## src/rtl/apb_master_arbiter.sv

```systemverilog
// apb_master_arbiter: two-requester round-robin APB master with a wait-state
// timeout. It shares one APB port between requester 0 and requester 1, drives
// the SETUP/ACCESS handshake and returns completion, error and read data to
// whichever requester owns the current transfer.
module apb_master_arbiter #(
  parameter int BUS_WIDTH  = 64,
  parameter int ADDR_WIDTH = 32,
  parameter int TIMEOUT    = 16
) (
  input  logic                    clk_i,
  input  logic                    rst_ni,
  input  logic [1:0]              req_i,
  input  logic [1:0]              write_i,
  input  logic [ADDR_WIDTH-1:0]   addr0_i,
  input  logic [ADDR_WIDTH-1:0]   addr1_i,
  input  logic [BUS_WIDTH-1:0]    wdata0_i,
  input  logic [BUS_WIDTH-1:0]    wdata1_i,
  input  logic [BUS_WIDTH/8-1:0]  strb0_i,
  input  logic [BUS_WIDTH/8-1:0]  strb1_i,
  output logic [1:0]              gnt_o,
  output logic [1:0]              done_o,
  output logic                    err_o,
  output logic [BUS_WIDTH-1:0]    rdata_o,
  output logic                    psel_o,
  output logic                    penable_o,
  output logic                    pwrite_o,
  output logic [ADDR_WIDTH-1:0]   paddr_o,
  output logic [BUS_WIDTH-1:0]    pwdata_o,
  output logic [BUS_WIDTH/8-1:0]  pstrb_o,
  input  logic                    pready_i,
  input  logic                    pslverr_i,
  input  logic [BUS_WIDTH-1:0]    prdata_i,
  input  logic                    busy_i
);

  localparam int STRB_WIDTH = BUS_WIDTH / 8;
  localparam int CNT_WIDTH  = $clog2(TIMEOUT + 1);

  typedef enum logic [1:0] {IDLE, SETUP, ACCESS, DONE} state_t;

  state_t                 state_q, state_d;
  logic                   last_gnt_q, last_gnt_d;
  logic [CNT_WIDTH-1:0]   cnt_q, cnt_d;
  logic [1:0]             gnt_q, gnt_d;
  logic [1:0]             done_q, done_d;
  logic                   err_q, err_d;
  logic [BUS_WIDTH-1:0]   rdata_q, rdata_d;
  logic                   psel_q, psel_d;
  logic                   penable_q, penable_d;
  logic                   pwrite_q, pwrite_d;
  logic [ADDR_WIDTH-1:0]  paddr_q, paddr_d;
  logic [BUS_WIDTH-1:0]   pwdata_q, pwdata_d;
  logic [STRB_WIDTH-1:0]  pstrb_q, pstrb_d;
  logic                   winner;

  // Next-state and next-output logic; every register holds unless a state says otherwise.
  always_comb begin
    state_d    = state_q;
    last_gnt_d = last_gnt_q;
    cnt_d      = cnt_q;
    gnt_d      = gnt_q;
    done_d     = done_q;
    err_d      = err_q;
    rdata_d    = rdata_q;
    psel_d     = psel_q;
    penable_d  = penable_q;
    pwrite_d   = pwrite_q;
    paddr_d    = paddr_q;
    pwdata_d   = pwdata_q;
    pstrb_d    = pstrb_q;
    winner     = 1'b0;

    case (state_q)
      IDLE: begin
        if (req_i != 2'b00 && !busy_i) begin
          // On a tie the requester that did not win last time goes next.
          if (req_i == 2'b11) winner = ~last_gnt_q;
          else                winner = req_i[1];
          state_d    = SETUP;
          last_gnt_d = winner;
          gnt_d      = winner ? 2'b10 : 2'b01;
          psel_d     = 1'b1;
          penable_d  = 1'b0;
          pwrite_d   = write_i[winner];
          paddr_d    = winner ? addr1_i : addr0_i;
          pwdata_d   = winner ? wdata1_i : wdata0_i;
          if (write_i[winner]) pstrb_d = winner ? strb1_i : strb0_i;
          else                 pstrb_d = '0;
        end
      end
      SETUP: begin
        state_d   = ACCESS;
        penable_d = 1'b1;
        cnt_d     = '0;
      end
      ACCESS: begin
        if (pready_i) begin
          state_d   = DONE;
          psel_d    = 1'b0;
          penable_d = 1'b0;
          err_d     = pslverr_i;
          rdata_d   = pwrite_q ? '0 : prdata_i;
          done_d    = gnt_q;
        end else if (cnt_q == CNT_WIDTH'(TIMEOUT - 1)) begin
          // This is the last permitted wait cycle: abort the transfer.
          state_d   = DONE;
          psel_d    = 1'b0;
          penable_d = 1'b0;
          err_d     = 1'b1;
          rdata_d   = '0;
          done_d    = gnt_q;
        end else if (cnt_q != CNT_WIDTH'(TIMEOUT)) begin
          cnt_d = cnt_q + CNT_WIDTH'(1);
        end
      end
      DONE: begin
        state_d = IDLE;
        gnt_d   = 2'b00;
        done_d  = 2'b00;
        err_d   = 1'b0;
        rdata_d = '0;
      end
      default: state_d = IDLE;
    endcase
  end

  // State and output registers, cleared immediately on reset so no stale done leaks out.
  always_ff @(posedge clk_i or negedge rst_ni) begin
    if (!rst_ni) begin
      state_q    <= IDLE;
      last_gnt_q <= 1'b1;
      cnt_q      <= '0;
      gnt_q      <= 2'b00;
      done_q     <= 2'b00;
      err_q      <= 1'b0;
      rdata_q    <= '0;
      psel_q     <= 1'b0;
      penable_q  <= 1'b0;
      pwrite_q   <= 1'b0;
      paddr_q    <= '0;
      pwdata_q   <= '0;
      pstrb_q    <= '0;
    end else begin
      state_q    <= state_d;
      last_gnt_q <= last_gnt_d;
      cnt_q      <= cnt_d;
      gnt_q      <= gnt_d;
      done_q     <= done_d;
      err_q      <= err_d;
      rdata_q    <= rdata_d;
      psel_q     <= psel_d;
      penable_q  <= penable_d;
      pwrite_q   <= pwrite_d;
      paddr_q    <= paddr_d;
      pwdata_q   <= pwdata_d;
      pstrb_q    <= pstrb_d;
    end
  end

  assign gnt_o     = gnt_q;
  assign done_o    = done_q;
  assign err_o     = err_q;
  assign rdata_o   = rdata_q;
  assign psel_o    = psel_q;
  assign penable_o = penable_q;
  assign pwrite_o  = pwrite_q;
  assign paddr_o   = paddr_q;
  assign pwdata_o  = pwdata_q;
  assign pstrb_o   = pstrb_q;

endmodule

```

## config.mk

```make
export PLATFORM = sky130hd
export DESIGN_NAME = apb_master_arbiter
export DESIGN_NICKNAME = d
export VERILOG_FILES = /design/src/rtl/apb_master_arbiter.sv
export SDC_FILE = /design/constraint.sdc
export NUM_CORES = 1
export LEC_CHECK = 0
export CORE_AREA = 2 2 180 182
export DETAILED_ROUTE_END_ITERATION = 8
export DIE_AREA = 0 0 182 184
export PLACE_DENSITY = 0.7
export SLEW_MARGIN = 10
export SYNTH_ARGS = -nofsm -noshare
export SYNTH_HDL_FRONTEND = slang
export SYNTH_SLANG_ARGS = --single-unit
```

## constraint.sdc

```tcl
create_clock -name clk_i -period 4.2 [get_ports clk_i]
set_clock_uncertainty 0.05 [all_clocks]
set_input_delay 1.26 -clock clk_i [delete_from_list [all_inputs] [get_ports clk_i]]
set_output_delay 1.26 -clock clk_i [all_outputs]
set_load 0.03 [all_outputs]
```

Word level (Yosys, flattened, before mapping)

Index checks and enable logic that the tools add are counted.

Logic and storage cells: 79
Flip-flop bits (word level): 184

$lt $le $gt $ge: 1
Equal/unequal tests: 11
Reductions and logical operators: 16
$add $sub $neg: 1
Multiplexer cells: 36
Bitwise logic cells: 1

Operator list:

| cell                                                                   | count |
|---|---|
| 64-bit two-way mux                                                     | 4 |
| 64-bit one-hot mux with 2 select lines                                 | 1 |
| 32-bit two-way mux                                                     | 1 |
| 8-bit two-way mux                                                      | 2 |
| 5-bit two-way mux                                                      | 3 |
| 2-bit two-way mux                                                      | 7 |
| 1-bit two-way mux                                                      | 11 |
| 5-bit one-hot mux with 2 select lines                                  | 1 |
| 2-bit nonzero test                                                     | 5 |
| 2-bit inequality test (second input constant)                          | 4 |
| 2-bit one-hot mux with 2 select lines                                  | 2 |
| 2-bit one-hot mux with 4 select lines                                  | 1 |
| 2-bit AND reduction                                                    | 4 |
| 2-bit equality test (second input constant)                            | 3 |
| 3-bit AND reduction                                                    | 2 |
| 5-bit by 1-bit adder with 5-bit output (second input constant)         | 1 |
| 5-bit by 4-bit equality test with 1-bit output (second input constant) | 1 |
| 5-bit inequality test (second input constant)                          | 1 |
| 1-bit one-hot mux with 2 select lines                                  | 2 |
| 4-bit AND reduction                                                    | 1 |
| 3-bit inequality test (second input constant)                          | 1 |
| 1-bit one-hot mux with 3 select lines                                  | 1 |
| 3-bit nonzero test                                                     | 1 |
| 2-bit by 1-bit equality test with 1-bit output (second input constant) | 1 |
| other kinds (5)                                                        | 5 |

Depth between registers and ports, before layout

Depth in word-level cells: 7
Depth in mapped cells: 9
Depth with buffers taken out: 7

Worst setup path before layout

Ideal clock, no wire load.

Path kind: input port to flip-flop
Start point: input req_i[1]
End point: register paddr_q[0] (netlist: paddr_o[0])
Buffers on the path: 3
Slack: 1.847 ns
Setup time: 0.083 ns
Arrival time: 2.220 ns
Stages: 6
Cell sequence: o21ai_0 > buf_2 > buf_2 > buf_2 > nand2_1 > o21ai_0

Longest elaborated chain between the ends: 5
Elaborated cells between the ends (all ways): 8

Ends and longest elaborated chain:

| element                | line | RTL |
|---|---|---|
| start: declaration     | 12   | `input logic [1:0] req_i,` |
| 2-bit equality test    | 77   | `if (req_i == 2'b11) winner = ~last_gnt_q;` |
| 1-bit two-way mux      | 77   |  |
| 1-bit two-way mux      | 75   | `if (req_i != 2'b00 && !busy_i) begin` |
| 1-bit two-way mux      | 73   | `case (state_q)` |
| 32-bit two-way mux     | 85   | `paddr_d = winner ? addr1_i : addr0_i;` |
| end signal: assignment | 154  | `paddr_q <= paddr_d;` |
| end: declaration       | 51   | `logic [ADDR_WIDTH-1:0] paddr_q, paddr_d;` |

Parallel ways exist; a longest one is shown, timed or not. The select of a mux whose other input is x is not followed.
A chain may end at the register's enable or synchronous reset.

Final worst setup path

Start point: register pwrite_q (netlist: pwrite_o)
End point: output pwrite_o

RTL lines:

| element                  | line | RTL |
|---|---|---|
| start: declaration       | 50   | `logic pwrite_q, pwrite_d;` |
| start signal: assignment | 153  | `pwrite_q <= pwrite_d;` |
| end: declaration         | 26   | `output logic pwrite_o,` |

No word-level cell between the ends.

==> run_summary.xml <==
<?xml version="1.0" encoding="UTF-8"?>
<metrics>
  <group name="status">
    <metric name="status" unit="">completed</metric>
  </group>
  <group name="sta">
    <metric name="drv_slew" unit="">0</metric>
    <metric name="min_period_over_period" unit="">0.716</metric>
    <metric name="worstMarginPinSlew" unit="ns">1.00</metric>
    <metric name="worst_slew_margin_rel" unit="">0.328</metric>
    <metric name="fin_setup_tns" unit="ns">0</metric>
    <metric name="rsz_0062_raised_after_global_routing" unit="">no</metric>
    <metric name="period_minus_slack" unit="ns">3.01</metric>
    <metric name="timing_hold_violations_final" unit="">0</metric>
    <metric name="finalSetupViolCount" unit="">0</metric>
    <metric name="timing.fmax" unit="MHz">332</metric>
  </group>
  <group name="setup_path">
    <metric name="crit_arrival" unit="ns">1.70</metric>
    <metric name="max_stage_delay" unit="ns">0.77</metric>
    <metric name="cp_num_buf_inv" unit="">1</metric>
    <metric name="worstPathRequired" unit="ns">2.89</metric>
    <metric name="critical-path-slowest-cell" unit="">clkdlybuf4s50_1</metric>
    <metric name="crit_path_start_kind" unit="">register</metric>
    <metric name="critical_path.cell_chain" unit="">clkdlybuf4s50_1</metric>
    <metric name="cp-end-kind" unit="">primary output</metric>
    <metric name="worst-setup-path-type" unit="">register to primary output</metric>
    <metric name="path_max_fanout" unit="">3</metric>
    <metric name="critical-path-top-delay-family" unit="">buffers and inverters</metric>
  </group>
  <group name="power">
    <metric name="post-layout-total-power" unit="mW">10.0</metric>
    <metric name="power.ir.vdd_worst" unit="uV">324</metric>
    <metric name="cellLeakagePower" unit="nW">5.99</metric>
    <metric name="power_density" unit="nW/um^2">720</metric>
  </group>
  <group name="clocking">
    <metric name="cts_sinks" unit="">184</metric>
    <metric name="cts.root.buffer_cell" unit="">clkbuf_16</metric>
    <metric name="cts_buffers" unit="">17</metric>
    <metric name="htreeDepth" unit="">4</metric>
    <metric name="cts_buffer_depth" unit="">2</metric>
    <metric name="worstSkewPairLatency" unit="ns">0.44</metric>
    <metric name="clkSlewWorstSetupHoldPaths" unit="ns">0.07</metric>
    <metric name="cts-hold-fix-buffers" unit="">0</metric>
    <metric name="cts_setup_buffers" unit="">0</metric>
    <metric name="cts_tree" unit="">done</metric>
    <metric name="post_cts.resized_instances" unit="">0</metric>
  </group>
  <group name="synth">
    <metric name="synth_ff_type" unit="">dfrtp_1</metric>
    <metric name="seq_area_frac_synth" unit="">0.561</metric>
    <metric name="post_synth_and_or_nand_nor_area_fraction" unit="">0.130</metric>
    <metric name="synth_top_family_by_area" unit="">multiplexers</metric>
    <metric name="cell_types_occupying_the_most_area_after_synthesis" unit="">dfrtp_1, mux2i_1, nand2_1</metric>
    <metric name="synth_enable_flop_cells" unit="">0</metric>
    <metric name="yosys.area_share.adder" unit="">0.0122</metric>
    <metric name="synthesis.yosys.warnings" unit="">0</metric>
    <metric name="syn_avg_cell_area" unit="um^2">9.94</metric>
    <metric name="synthesis.area" unit="um^2">8200</metric>
    <metric name="ys_async_sr_fraction" unit="">1.00</metric>
    <metric name="synth_seq_cells" unit="">184</metric>
    <metric name="synth_top_area_frac" unit="">0.558</metric>
    <metric name="syn-num-nets" unit="">1114</metric>
    <metric name="synth_compound_area_frac" unit="">0.122</metric>
    <metric name="synth_mux_area_frac" unit="">0.131</metric>
    <metric name="postSynthCellCount" unit="">825</metric>
    <metric name="synth_xor_area_frac" unit="">0.00107</metric>
    <metric name="synth_cell_type_count" unit="">41</metric>
    <metric name="post-synth-top-area-cell" unit="">dfrtp_1</metric>
  </group>
  <group name="global_route">
    <metric name="first_pass_grt_wire_length" unit="um">44300</metric>
    <metric name="number_of_antenna_violations_at_the_first_check_in_global_routing" unit="">6</metric>
    <metric name="gr-usage-all-layers" unit="">0.174</metric>
    <metric name="grt_remaining_overflow" unit="">0</metric>
    <metric name="grt_max_degree" unit="">80</metric>
    <metric name="grt_pass1_vias" unit="">7686</metric>
  </group>
  <group name="drt">
    <metric name="initialDrtViolationCount" unit="">297</metric>
    <metric name="detail-route-antenna-nets" unit="">0</metric>
    <metric name="drc" unit="">0</metric>
    <metric name="detail_route.wirelength" unit="um">29200</metric>
    <metric name="vias" unit="">7448</metric>
    <metric name="routedWlPerCell" unit="um">17.3</metric>
    <metric name="detailedRoute.firstPassIterationCount" unit="">4</metric>
    <metric name="via_per_inst" unit="">4.41</metric>
  </group>
  <group name="floorplan">
    <metric name="die_width" unit="um">182</metric>
    <metric name="pin_count" unit="">457</metric>
    <metric name="die_height" unit="um">184</metric>
    <metric name="design.core.area" unit="um^2">31400</metric>
    <metric name="die-area" unit="um^2">33500</metric>
    <metric name="rows" unit="">65</metric>
    <metric name="floorplan.initialDensity" unit="">0.261</metric>
  </group>
  <group name="cells_and_area">
    <metric name="postLayoutCoreUtil" unit="">0.443</metric>
    <metric name="final_cell_area" unit="um^2">13900</metric>
    <metric name="area_growth_syn_to_layout" unit="%">69.4</metric>
    <metric name="nets" unit="">1557</metric>
    <metric name="post_layout_nonfiller_instances" unit="">1688</metric>
    <metric name="drive_above_1_share" unit="">0.0507</metric>
  </group>
  <group name="placement">
    <metric name="post-place-cells" unit="">1651</metric>
    <metric name="place.port_buffers" unit="">456</metric>
    <metric name="place_hpwl" unit="um">22600</metric>
    <metric name="postPlaceCellArea" unit="um^2">13300</metric>
    <metric name="gp_congestion" unit="">0.808</metric>
  </group>
  <group name="hold_path">
    <metric name="timing.hold.worst.class" unit="">register to register</metric>
  </group>
  <group name="run">
    <metric name="drv.max_cap_violation_count" unit="">0</metric>
  </group>
</metrics>
-- layout by cell type, fill, tap and decap left out, drive strengths merged, types with 4 or more instances in the layout --
cell	synthesis	layout
clkdlybuf4s50	0	455
nand2	245	245
dfrtp	183	183
o21ai	177	177
mux2i	105	105
clkbuf	24	24
buf	32	24
inv	7	9
ha	8	8
diode	0	5
nor3	4	4
nor2	4	4
a21oi	4	4
nor2b	4	4
-- per-stage QoR --
| stage | hold slack (ns) | setup slack (ns) |
|---|---|---|
| 4_1_cts | 0.433 | 1.08 |
| 5_1_grt | 0.451 | 1.09 |
| 6_report | 0.424 | 1.19 |
| 2_1_floorplan | 0.397 | 1.85 |
| 3_3_place_gp | 0.406 | 0.901 |
| 3_5_place_dp | 0.418 | 0.855 |
-- worst paths after layout --
| path | endpoint | slack [ns] | start | cells after the start |
|---|---|---|---|---|
| worst max-delay path | pwrite_o | 1.19 | pwrite_o$_DFFE_PN0P_ | 1 |
| min in group asynchronous | pstrb_o[5]$_DFFE_PN0P_ | 0.83 | rst_ni | 1 |
| max in group asynchronous | last_gnt_q$_DFFE_PN1P_ | 2.49 | rst_ni | 2 |
| worst min-delay path | rdata_o[44]$_DFFE_PN0P_ | 0.42 | rdata_o[44]$_DFFE_PN0P_ | 2 |
| worst max register to register | rdata_o[2]$_DFFE_PN0P_ | 1.55 | state_q[0]$_DFFE_PN0P_ | 6 |
| worst min register to register | rdata_o[44]$_DFFE_PN0P_ | 0.42 | rdata_o[44]$_DFFE_PN0P_ | 2 |
-- flip-flops by register name, summed over array words and instances (netlist names), 2 cells and up --
name      flops
pwdata_o     64
rdata_o      64
paddr_o      32
pstrb_o       8
cnt_q         5
done_o        2
gnt_o         2
state_q       2
-- cells in the mapped netlist, types with 2 or more instances --
master and n:
mux2i_1 105, clkbuf_1 23, o21ai_1 22, o21ai_0 154, buf_6 11, buf_2 19
nor3b_1 2, nand2b_1 3, a21oi_1 4, nor3_1 4, dfrtp_1 183, nor2b_1 4
nand2_1 245, nor2_1 4, mux2_2 2, inv_1 7, ha_1 8, a31oi_1 2
-- final cells by class --
cell class,instances,area (um^2)
multi-input cells,578,3280
well taps,402,503
repair buffers,480,4870
clock inverters,9,88.8
diodes,5,12.5
clock buffers,23,498
fillers,3003,17500
inverters,7,26.3
flip-flops and latches,184,4610
-- layer usage --
| layer | wire (um) | vias up | track usage | share of wire |
|---|---|---|---|---|
| met5 | 11 | - | 0 | 0.00038 |
| met4 | 525 | 2 | 0.0668 | 0.018 |
| met3 | 3060 | 27 | 0.0806 | 0.10 |
| met2 | 14300 | 308 | 0.295 | 0.49 |
| met1 | 11300 | 3446 | 0.189 | 0.39 |
| li1 | - | 3665 | - | - |
-- power by group --
| group | switching (mW) | internal, mW |
|---|---|---|
| logic | 3.14 | 2.18 |
| registers | 0.486 | 2.59 |
| clock network | 0.716 | 0.900 |
-- logic make-up (layout without fill, tap and decap cells) --
kind of cell | count (synthesis) | after routing
simple gates | 270 | 270
buf+inv | 63 | 519
fa+ha+maj | 8 | 8
mux | 107 | 107
flops | 184 | 184
xor+xnor | 1 | 1
other cells | 0 | 5
compound gates | 192 | 192
Power figures use the tool's default switching activity.
